==> src/rtl/key_pkg.sv <==
// Shared types and clock-derived defaults for the push-button conditioner.
package key_pkg;

    typedef enum logic [1:0] {
        StIdle     = 2'd0,
        StPressChk = 2'd1,
        StHeld     = 2'd2,
        StRelChk   = 2'd3
    } key_state_e;

    localparam int unsigned CLK_HZ   = 50_000_000;
    localparam int unsigned DEB_20MS = 1_000_000;
    localparam int unsigned MS_1     = 50_000;

    // Counter width able to hold 0..n-1, never narrower than one bit.
    function automatic int unsigned cnt_width(input int unsigned n);
        return (n > 1) ? $clog2(n) : 1;
    endfunction

endpackage

==> src/rtl/key_sync.sv <==
// Two-flop synchronizer for the raw key pin, followed by polarity normalisation (1 = pressed).
module key_sync #(
    parameter bit KEY_ACTIVE_LOW = 1'b1
) (
    input  logic clk,
    input  logic rst,
    input  logic key_raw,
    output logic key_pressed
);

    // Flops reset to the released pin level so reset never looks like a press.
    localparam logic IdleLevel = KEY_ACTIVE_LOW;

    logic meta_q, meta_d;
    logic sync_q, sync_d;

    always_comb begin
        meta_d = key_raw;
        sync_d = meta_q;
    end

    always_ff @(posedge clk or negedge rst) begin
        if (!rst) begin
            meta_q <= IdleLevel;
            sync_q <= IdleLevel;
        end else begin
            meta_q <= meta_d;
            sync_q <= sync_d;
        end
    end

    assign key_pressed = KEY_ACTIVE_LOW ? ~sync_q : sync_q;

endmodule

==> src/rtl/key_press_conditioner.sv <==
// Debounces a push-button into press/release pulses, a clean level and a hold-time measurement.
module key_press_conditioner
    import key_pkg::*;
#(
    parameter bit          KEY_ACTIVE_LOW  = 1'b1,
    parameter int unsigned DEBOUNCE_CYCLES = DEB_20MS,
    parameter int unsigned MS_CYCLES       = MS_1,
    parameter int unsigned LONG_PRESS_MS   = 2000,
    parameter int unsigned HOLD_W          = 16
) (
    input  logic              clk,
    input  logic              rst,
    input  logic              key_in,
    output logic              key_press,
    output logic              key_release,
    output logic              key_level,
    output logic              long_press,
    output logic [HOLD_W-1:0] hold_ms,
    output logic              hold_valid
);

    localparam int unsigned DebW  = cnt_width(DEBOUNCE_CYCLES);
    localparam int unsigned TickW = cnt_width(MS_CYCLES);

    logic k;

    key_sync #(
        .KEY_ACTIVE_LOW(KEY_ACTIVE_LOW)
    ) u_key_sync (
        .clk        (clk),
        .rst        (rst),
        .key_raw    (key_in),
        .key_pressed(k)
    );

    key_state_e        state_q, state_d;
    logic [DebW-1:0]   deb_cnt_q, deb_cnt_d;
    logic [TickW-1:0]  tick_cnt_q, tick_cnt_d;
    logic [HOLD_W-1:0] hold_cnt_q, hold_cnt_d;
    logic [HOLD_W-1:0] hold_ms_q, hold_ms_d;
    logic              key_press_q, key_press_d;
    logic              key_release_q, key_release_d;
    logic              key_level_q, key_level_d;
    logic              long_press_q, long_press_d;
    logic              hold_valid_q, hold_valid_d;

    logic deb_done;
    logic tick_done;
    logic hold_run;

    assign deb_done  = (deb_cnt_q == DebW'(DEBOUNCE_CYCLES - 1));
    assign tick_done = (tick_cnt_q == TickW'(MS_CYCLES - 1));

    always_comb begin
        state_d       = state_q;
        deb_cnt_d     = deb_cnt_q;
        tick_cnt_d    = tick_cnt_q;
        hold_cnt_d    = hold_cnt_q;
        hold_ms_d     = hold_ms_q;
        key_level_d   = key_level_q;
        key_press_d   = 1'b0;
        key_release_d = 1'b0;
        long_press_d  = 1'b0;
        hold_valid_d  = 1'b0;
        hold_run      = 1'b0;

        unique case (state_q)
            StIdle: begin
                if (k) begin
                    state_d   = StPressChk;
                    deb_cnt_d = '0;
                end
            end
            StPressChk: begin
                if (!k) begin
                    state_d = StIdle;
                end else if (deb_done) begin
                    state_d     = StHeld;
                    key_press_d = 1'b1;
                    key_level_d = 1'b1;
                    tick_cnt_d  = '0;
                    hold_cnt_d  = '0;
                end else begin
                    deb_cnt_d = deb_cnt_q + DebW'(1);
                end
            end
            StHeld: begin
                hold_run = 1'b1;
                if (!k) begin
                    state_d   = StRelChk;
                    deb_cnt_d = '0;
                end
            end
            StRelChk: begin
                if (k) begin
                    state_d  = StHeld;
                    hold_run = 1'b1;
                end else if (deb_done) begin
                    state_d       = StIdle;
                    key_release_d = 1'b1;
                    hold_valid_d  = 1'b1;
                    key_level_d   = 1'b0;
                    hold_ms_d     = hold_cnt_q;
                end else begin
                    deb_cnt_d = deb_cnt_q + DebW'(1);
                    hold_run  = 1'b1;
                end
            end
            default: state_d = StIdle;
        endcase

        // Hold timer keeps running through a rejected release bounce; stops on the exit edge.
        if (hold_run) begin
            if (tick_done) begin
                tick_cnt_d = '0;
                if (!(&hold_cnt_q)) begin
                    hold_cnt_d = hold_cnt_q + HOLD_W'(1);
                    if (hold_cnt_q == HOLD_W'(LONG_PRESS_MS - 1)) begin
                        long_press_d = 1'b1;
                    end
                end
            end else begin
                tick_cnt_d = tick_cnt_q + TickW'(1);
            end
        end
    end

    always_ff @(posedge clk or negedge rst) begin
        if (!rst) begin
            state_q       <= StIdle;
            deb_cnt_q     <= '0;
            tick_cnt_q    <= '0;
            hold_cnt_q    <= '0;
            hold_ms_q     <= '0;
            key_press_q   <= 1'b0;
            key_release_q <= 1'b0;
            key_level_q   <= 1'b0;
            long_press_q  <= 1'b0;
            hold_valid_q  <= 1'b0;
        end else begin
            state_q       <= state_d;
            deb_cnt_q     <= deb_cnt_d;
            tick_cnt_q    <= tick_cnt_d;
            hold_cnt_q    <= hold_cnt_d;
            hold_ms_q     <= hold_ms_d;
            key_press_q   <= key_press_d;
            key_release_q <= key_release_d;
            key_level_q   <= key_level_d;
            long_press_q  <= long_press_d;
            hold_valid_q  <= hold_valid_d;
        end
    end

    assign key_press   = key_press_q;
    assign key_release = key_release_q;
    assign key_level   = key_level_q;
    assign long_press  = long_press_q;
    assign hold_ms     = hold_ms_q;
    assign hold_valid  = hold_valid_q;

endmodule

==> config.mk <==
export PLATFORM = sky130hd
export DESIGN_NAME = key_press_conditioner
export DESIGN_NICKNAME = d
export VERILOG_FILES = /design/src/rtl/key_pkg.sv /design/src/rtl/key_sync.sv /design/src/rtl/key_press_conditioner.sv
export SDC_FILE = /design/constraint.sdc
export NUM_CORES = 1
export LEC_CHECK = 0
export BUFFER_PORTS_ARGS = -buffer_cell sky130_fd_sc_hd__buf_2
export CAP_MARGIN = 20
export CORE_AREA = 2 2 88 90
export DETAILED_ROUTE_END_ITERATION = 10
export DIE_AREA = 0 0 90 92
export PLACE_DENSITY_LB_ADDON = 0.25
export SLEW_MARGIN = 5
export SYNTH_ARGS = -nofsm -noshare
export SYNTH_HDL_FRONTEND = slang
export SYNTH_SLANG_ARGS = --single-unit
export TNS_END_PERCENT = 20
==> constraint.sdc <==
create_clock -name clk -period 2.4 [get_ports clk]
set_input_delay 0.48 -clock clk [delete_from_list [all_inputs] [get_ports clk]]
set_output_delay 0.48 -clock clk [all_outputs]
set_load 0.01 [all_outputs]
== Yosys cells after proc, flatten, opt, wreduce, memory -nomap -nowiden ==
Index checks and enable logic that the tools add are counted.

* Reduce and logical (&&, ||, !) cells: 10
* Eq/ne operators: 15
* Add/sub/neg operators: 3
* Muxes and demuxes: 41

{| class="wikitable"
|+ Operators by type and width
! cell !! count
|-
| $mux 16 || 11
|-
| $mux 20 || 5
|-
| $pmux 20 s4 || 1
|-
| $add 16x1->16 const B || 2
|-
| $add 20x1->20 const B || 1
|-
| $eq 20x20->1 const B || 1
|-
| $eq 16x11->1 const B || 1
|-
| $eq 16x16->1 const B || 1
|-
| $reduce_and 16->1 || 1
|-
| $mux 1 || 15
|-
| $mux 2 || 6
|-
| $ne 2x2->1 const B || 5
|-
| $pmux 2 s4 || 1
|-
| $reduce_and 4->1 || 2
|-
| $reduce_and 3->1 || 2
|-
| $reduce_bool 2->1 || 3
|-
| $reduce_and 5->1 || 1
|-
| $eq 2x2->1 const B || 2
|-
| $ne 2x1->1 const B || 2
|-
| $pmux 1 s2 || 2
|-
| $ne 3x2->1 const B || 1
|-
| $ne 3x3->1 const B || 1
|-
| $eq 2x1->1 const B || 1
|-
| $logic_not 2->1 || 1
|}

* Word-level logic and storage cells: 80
* Output and inout port bits: 21
* Flip-flop bits (word level): 76
* Input bits: 3

== Logic depth before layout (Yosys ltp) ==
* Word-level depth: 7
* Mapped depth: 8
* Gate-level depth less buffers: 6

== Cells and area by module ==
From an unflattened synthesis, not the netlist that was laid out.

* Cells, all modules: 383
* Area total of the unflattened synthesis: 3817.4 µm²

{| class="wikitable"
|+ Modules (own cells, without submodules)
! module !! area an instance (µm²) !! seq. area each (µm²) !! times used !! cells each
|-
| key_press_conditioner || 3761.1 || 1851.8 || 1 || 380
|-
| key_sync || 56.3 || 52.6 || 1 || 3
|}

== Worst setup path before layout ==
OpenSTA, ideal clock, no wires.

* Kind: flip-flop to flip-flop
* From: register hold_cnt_q[0]
* To: register hold_cnt_q[8]
* Arrival time: 1.850 ns
* Data required time: 2.335 ns
* Buffers on the path: 1
* Setup time: 0.065 ns
* Period minus slack after synthesis: 1.915 ns
* Cell stages (with the launch flop): 8
* Setup slack: 0.485 ns
* Cells stage by stage: dfrtp_1 ha_1 nand3_2 or2_1 buf_6 or3_1 a2111oi_0 a21o_1

* Cells in the longest elaborated chain, start to end: 4
* Elaborated cells on any way between the ends: 5
* Those cells by class: 1 x add/sub; 3 x mux; 1 x reduce/logical

{| class="wikitable"
|+ Ends and longest elaborated chain
! item !! line !! RTL
|-
| from (decl) || key_press_conditioner.sv:39 || <nowiki>logic [HOLD_W-1:0] hold_cnt_q, hold_cnt_d;</nowiki>
|-
| from (signal assigned) || key_press_conditioner.sv:144 || <nowiki>hold_cnt_q <= hold_cnt_d;</nowiki>
|-
| $add 16x1->16 / $reduce_and 16->1 (equally long branches) || key_press_conditioner.sv:117, key_press_conditioner.sv:116 ||
|-
| $mux 16 (*) || key_press_conditioner.sv:116 || <nowiki>if (!(&hold_cnt_q)) begin</nowiki>
|-
| $mux 16 (*) || key_press_conditioner.sv:114 || <nowiki>if (tick_done) begin</nowiki>
|-
| $mux 16 (*) || key_press_conditioner.sv:113 || <nowiki>if (hold_run) begin</nowiki>
|-
| via hold_cnt_d[8] || key_press_conditioner.sv:39 ||
|}

Mark *: on every way through the listed nets, which the timed path passes. The rest lies on a longest branch.
A chain may end at the register's enable or synchronous reset.

== Worst setup path after layout ==
* From: register hold_cnt_q[2]
* To: register hold_cnt_q[11]

Same word-level chain as after synthesis.

==> impl_metrics.py <==
metrics = {
    "status": {
        "status": "finished clean",
    },
    "floorplanning": {
        "die_w_um": 90,
        "num_rows": 32,
        "io_pins": 24,
        "dieArea_um2": 8280,
        "start_util": 0.574,
        "coreArea_um2": 7450,
        "die_height_um": 92,
    },
    "logic_synthesis": {
        "yosysMostFrequentCell": "dfrtp_1",
        "synth_top_cell_by_area": "dfrtp_1",
        "syn_nets": 428,
        "ys_async_sr_fraction": 1.00,
        "ys_types": 66,
        "synthFlopType": "dfrtp_1",
        "synth_area_um2": 4280,
        "synth_seq_cells": 76,
        "ys_seq_area_frac": 0.445,
        "netlist_instances": 422,
        "syn_area_per_cell_um2": 10.1,
        "yosysWarnings": 0,
        "netlist_top_cells_count": "dfrtp_1 (74), nand3_1 (37), nand2_1 (25), nand4_1 (22)",
        "netlist.area_leader.share": 0.433,
        "synth_edf_count": 0,
        "synth_area_leaders": "dfrtp_1 (43%), nand3_1 (4.3%), mux2_4 (3.5%)",
    },
    "critical_path": {
        "cp_cell_sequence": "and3_1 -> nand4_1 -> or3_1 -> a2111oi_0 -> a21o_1",
        "crit_path_top_delay_cell": "a2111oi_0",
        "crit_path_max_fanout": 11,
        "critical_path_class": "flop to flop",
        "critPathBufInv": 0,
        "crit_family": "simple AND/OR/NAND/NOR gates",
        "cpPeakStageDelay_ns": 0.47,
        "crit_required_ns": 2.69,
        "start_kind": "flop",
        "endpoint_kind": "flop",
        "worstPathArrival_ns": 2.49,
    },
    "detailed_routing": {
        "drt.antenna.violating_nets": 0,
        "dr.pass1.iters": 5,
        "routed_wl_mm": 9.39,
        "vias_per_cell": 6.32,
        "drc": 0,
        "vias": 3527,
        "wl_per_cell_um": 16.8,
        "drt_iter0_markers": 260,
    },
    "power": {
        "cellLeakagePower_nw": 2.07,
        "ir_worst_vdd_v": 0.000218,
        "power_density_nw_per_um2": 481,
        "p_total_w": 0.00227,
    },
    "timing": {
        "fin_ws_ns": 0.201,
        "fmax_mhz": 455,
        "rsz0062_at_grt": "false",
        "setup-violations-final": 0,
        "timing.final.hold_violations": 0,
        "period_share": 0.916,
        "tns_ns": 0,
        "clock_skew_ns": 0.0132,
        "maxSlewViolCount": 0,
        "slew_headroom": 0.652,
        "worst_pin_slew_ns": 0.517,
        "hold_ws_ns": 0.0529,
        "fin_crit_ns": 2.20,
    },
    "layout": {
        "drive_gt1_frac": 0.208,
        "synthToLayoutAreaGrowth_pct": 10.3,
        "nNetsFinal": 457,
        "fin_cells": 558,
        "n_antenna_cell": 0,
    },
    "worst_hold_path": {
        "hold_path.class": "input pin to asynchronous set/reset pin",
    },
    "global_routing": {
        "grt_max_degree": 38,
        "grt_pass1_vias": 3318,
        "antenna_found_initial": 0,
        "track_usage": 0.242,
        "grt_pass1_wl_mm": 16.2,
        "grt_overflow_total": 0,
    },
    "cts": {
        "cts_resized": 0,
        "clockBufferDepth": 2,
        "clk_pin_slew_ns": 0.09,
        "cts_made_buffers": 9,
        "insertion_delay_ns": 0.36,
        "cts_hold_buf": 0,
        "htree_levels": 3,
        "post-cts-setup-buffers": 0,
        "root_buffer": "clkbuf_8",
        "cts.sinks": 76,
        "tritoncts": "yes",
    },
    "placed_design": {
        "numPortBuffers": 23,
        "pre_cts_ws_ns": 0.266,
        "dp_cells": 542,
        "dp_hpwl_mm": 6.73,
        "routabilityCongestion": 0.881,
    },
    "run": {
        "maxCapViolations": 0,
    },
}
==> final cells by class <==
type | count | area (um^2)
clock buffers | 10 | 138
repair buffers | 43 | 280
fillers | 620 | 2730
inverters | 16 | 60.1
flip-flops and latches | 76 | 1900
multi-input cells | 305 | 2160
clock inverters | 6 | 40.0
well taps | 102 | 128
==> worst paths after layout <==
| path | startpoint | endpoint | slack (ns) | cells past startpoint |
|---|---|---|---|---|
| min | rst | deb_cnt_q[14] | 0.05 | 1 |
| min in group clk | key_in | u_key_sync.meta_q | 0.22 | 1 |
| max reg2reg | hold_cnt_q[2] | hold_cnt_q[11] | 0.20 | 5 |
| max | hold_cnt_q[2] | hold_cnt_q[11] | 0.20 | 5 |
| max in group asynchronous | rst | hold_cnt_q[6] | 1.71 | 2 |
| min reg2reg | u_key_sync.meta_q | u_key_sync.sync_q | 0.36 | 0 |
==> metal layers <==
metal  vias up  global-route usage  wire length, um
met2       108               0.384             4440
met3        18              0.0435              469
met5         -                   0                0
met1      1733               0.334             4290
met4         0              0.0923              192
li1       1668                   -                -
==> registers in the layout, indices dropped and copies added (netlist names), named ones only <==
signal             count
state_q                1
hold_ms               16
u_key_sync.meta_q      1
deb_cnt_q             20
key_level              1
hold_cnt_q            16
hold_valid             1
long_press             1
key_press              1
u_key_sync.sync_q      1
tick_cnt_q            16
==> metrics by stage <==
| stage | instance area (um^2) | util |
|---|---|---|
| after floorplan | 4280 | - |
| after global placement | 4540 | 0.609 |
| after detailed placement | 4540 | 0.609 |
| after CTS | 4710 | 0.633 |
| after global routing | 4710 | 0.633 |
| final | 4710 | 0.633 |
==> kinds of logic (layout without fill, tap and decap cells) <==
kind of cell,Yosys count,in the layout,share of synthesized area
AND/OR/NAND/NOR,171,171,0.248
multiplexers,22,22,0.0653
flip-flops,76,76,0.445
buffers and inverters,41,75,0.0483
AO/OA/AOI/OAI,102,102,0.170
adder cells (fa/ha/maj),3,3,0.00878
XOR/XNOR,7,7,0.0143
==> power by group <==
part	internal [W]	switching, W	leakage [nW]	total (W)
registers	0.00129	0.0000133	1.05	0.00130
logic	0.0000256	0.0000565	0.940	0.0000820
clock network	0.000399	0.000482	0.0803	0.000881
==> cell usage in the layout, fill, tap and decap left out, drive strengths merged, types with 4 or more instances in the layout <==
master    synthesis  final
o21ai            19     19
a2111oi           8      8
nand4            24     24
and4              7      7
o21a              5      5
mux2             17     17
xnor2             5      5
a22o             10     10
and2              5      5
mux2i             5      5
nor4              7      7
or3              14     14
clkinvlp          0      4
a21o             11     11
a21oi            16     16
o211ai            9      9
nor2             13     13
clkbuf           10     10
nand3            40     40
nand2            25     25
inv              16     16
dfrtp            74     74
nor3             12     12
and3              9      9
buf              15     43
==> worst register-to-register path, stage by stage (launching register included) <==
cell and delay, ns:
dfrtp_1 0.45, and3_1 0.26, nand4_1 0.37, or3_1 0.46
a2111oi_0 0.47, a21o_1 0.14
No activity file was read; power rests on OpenSTA's default activity.
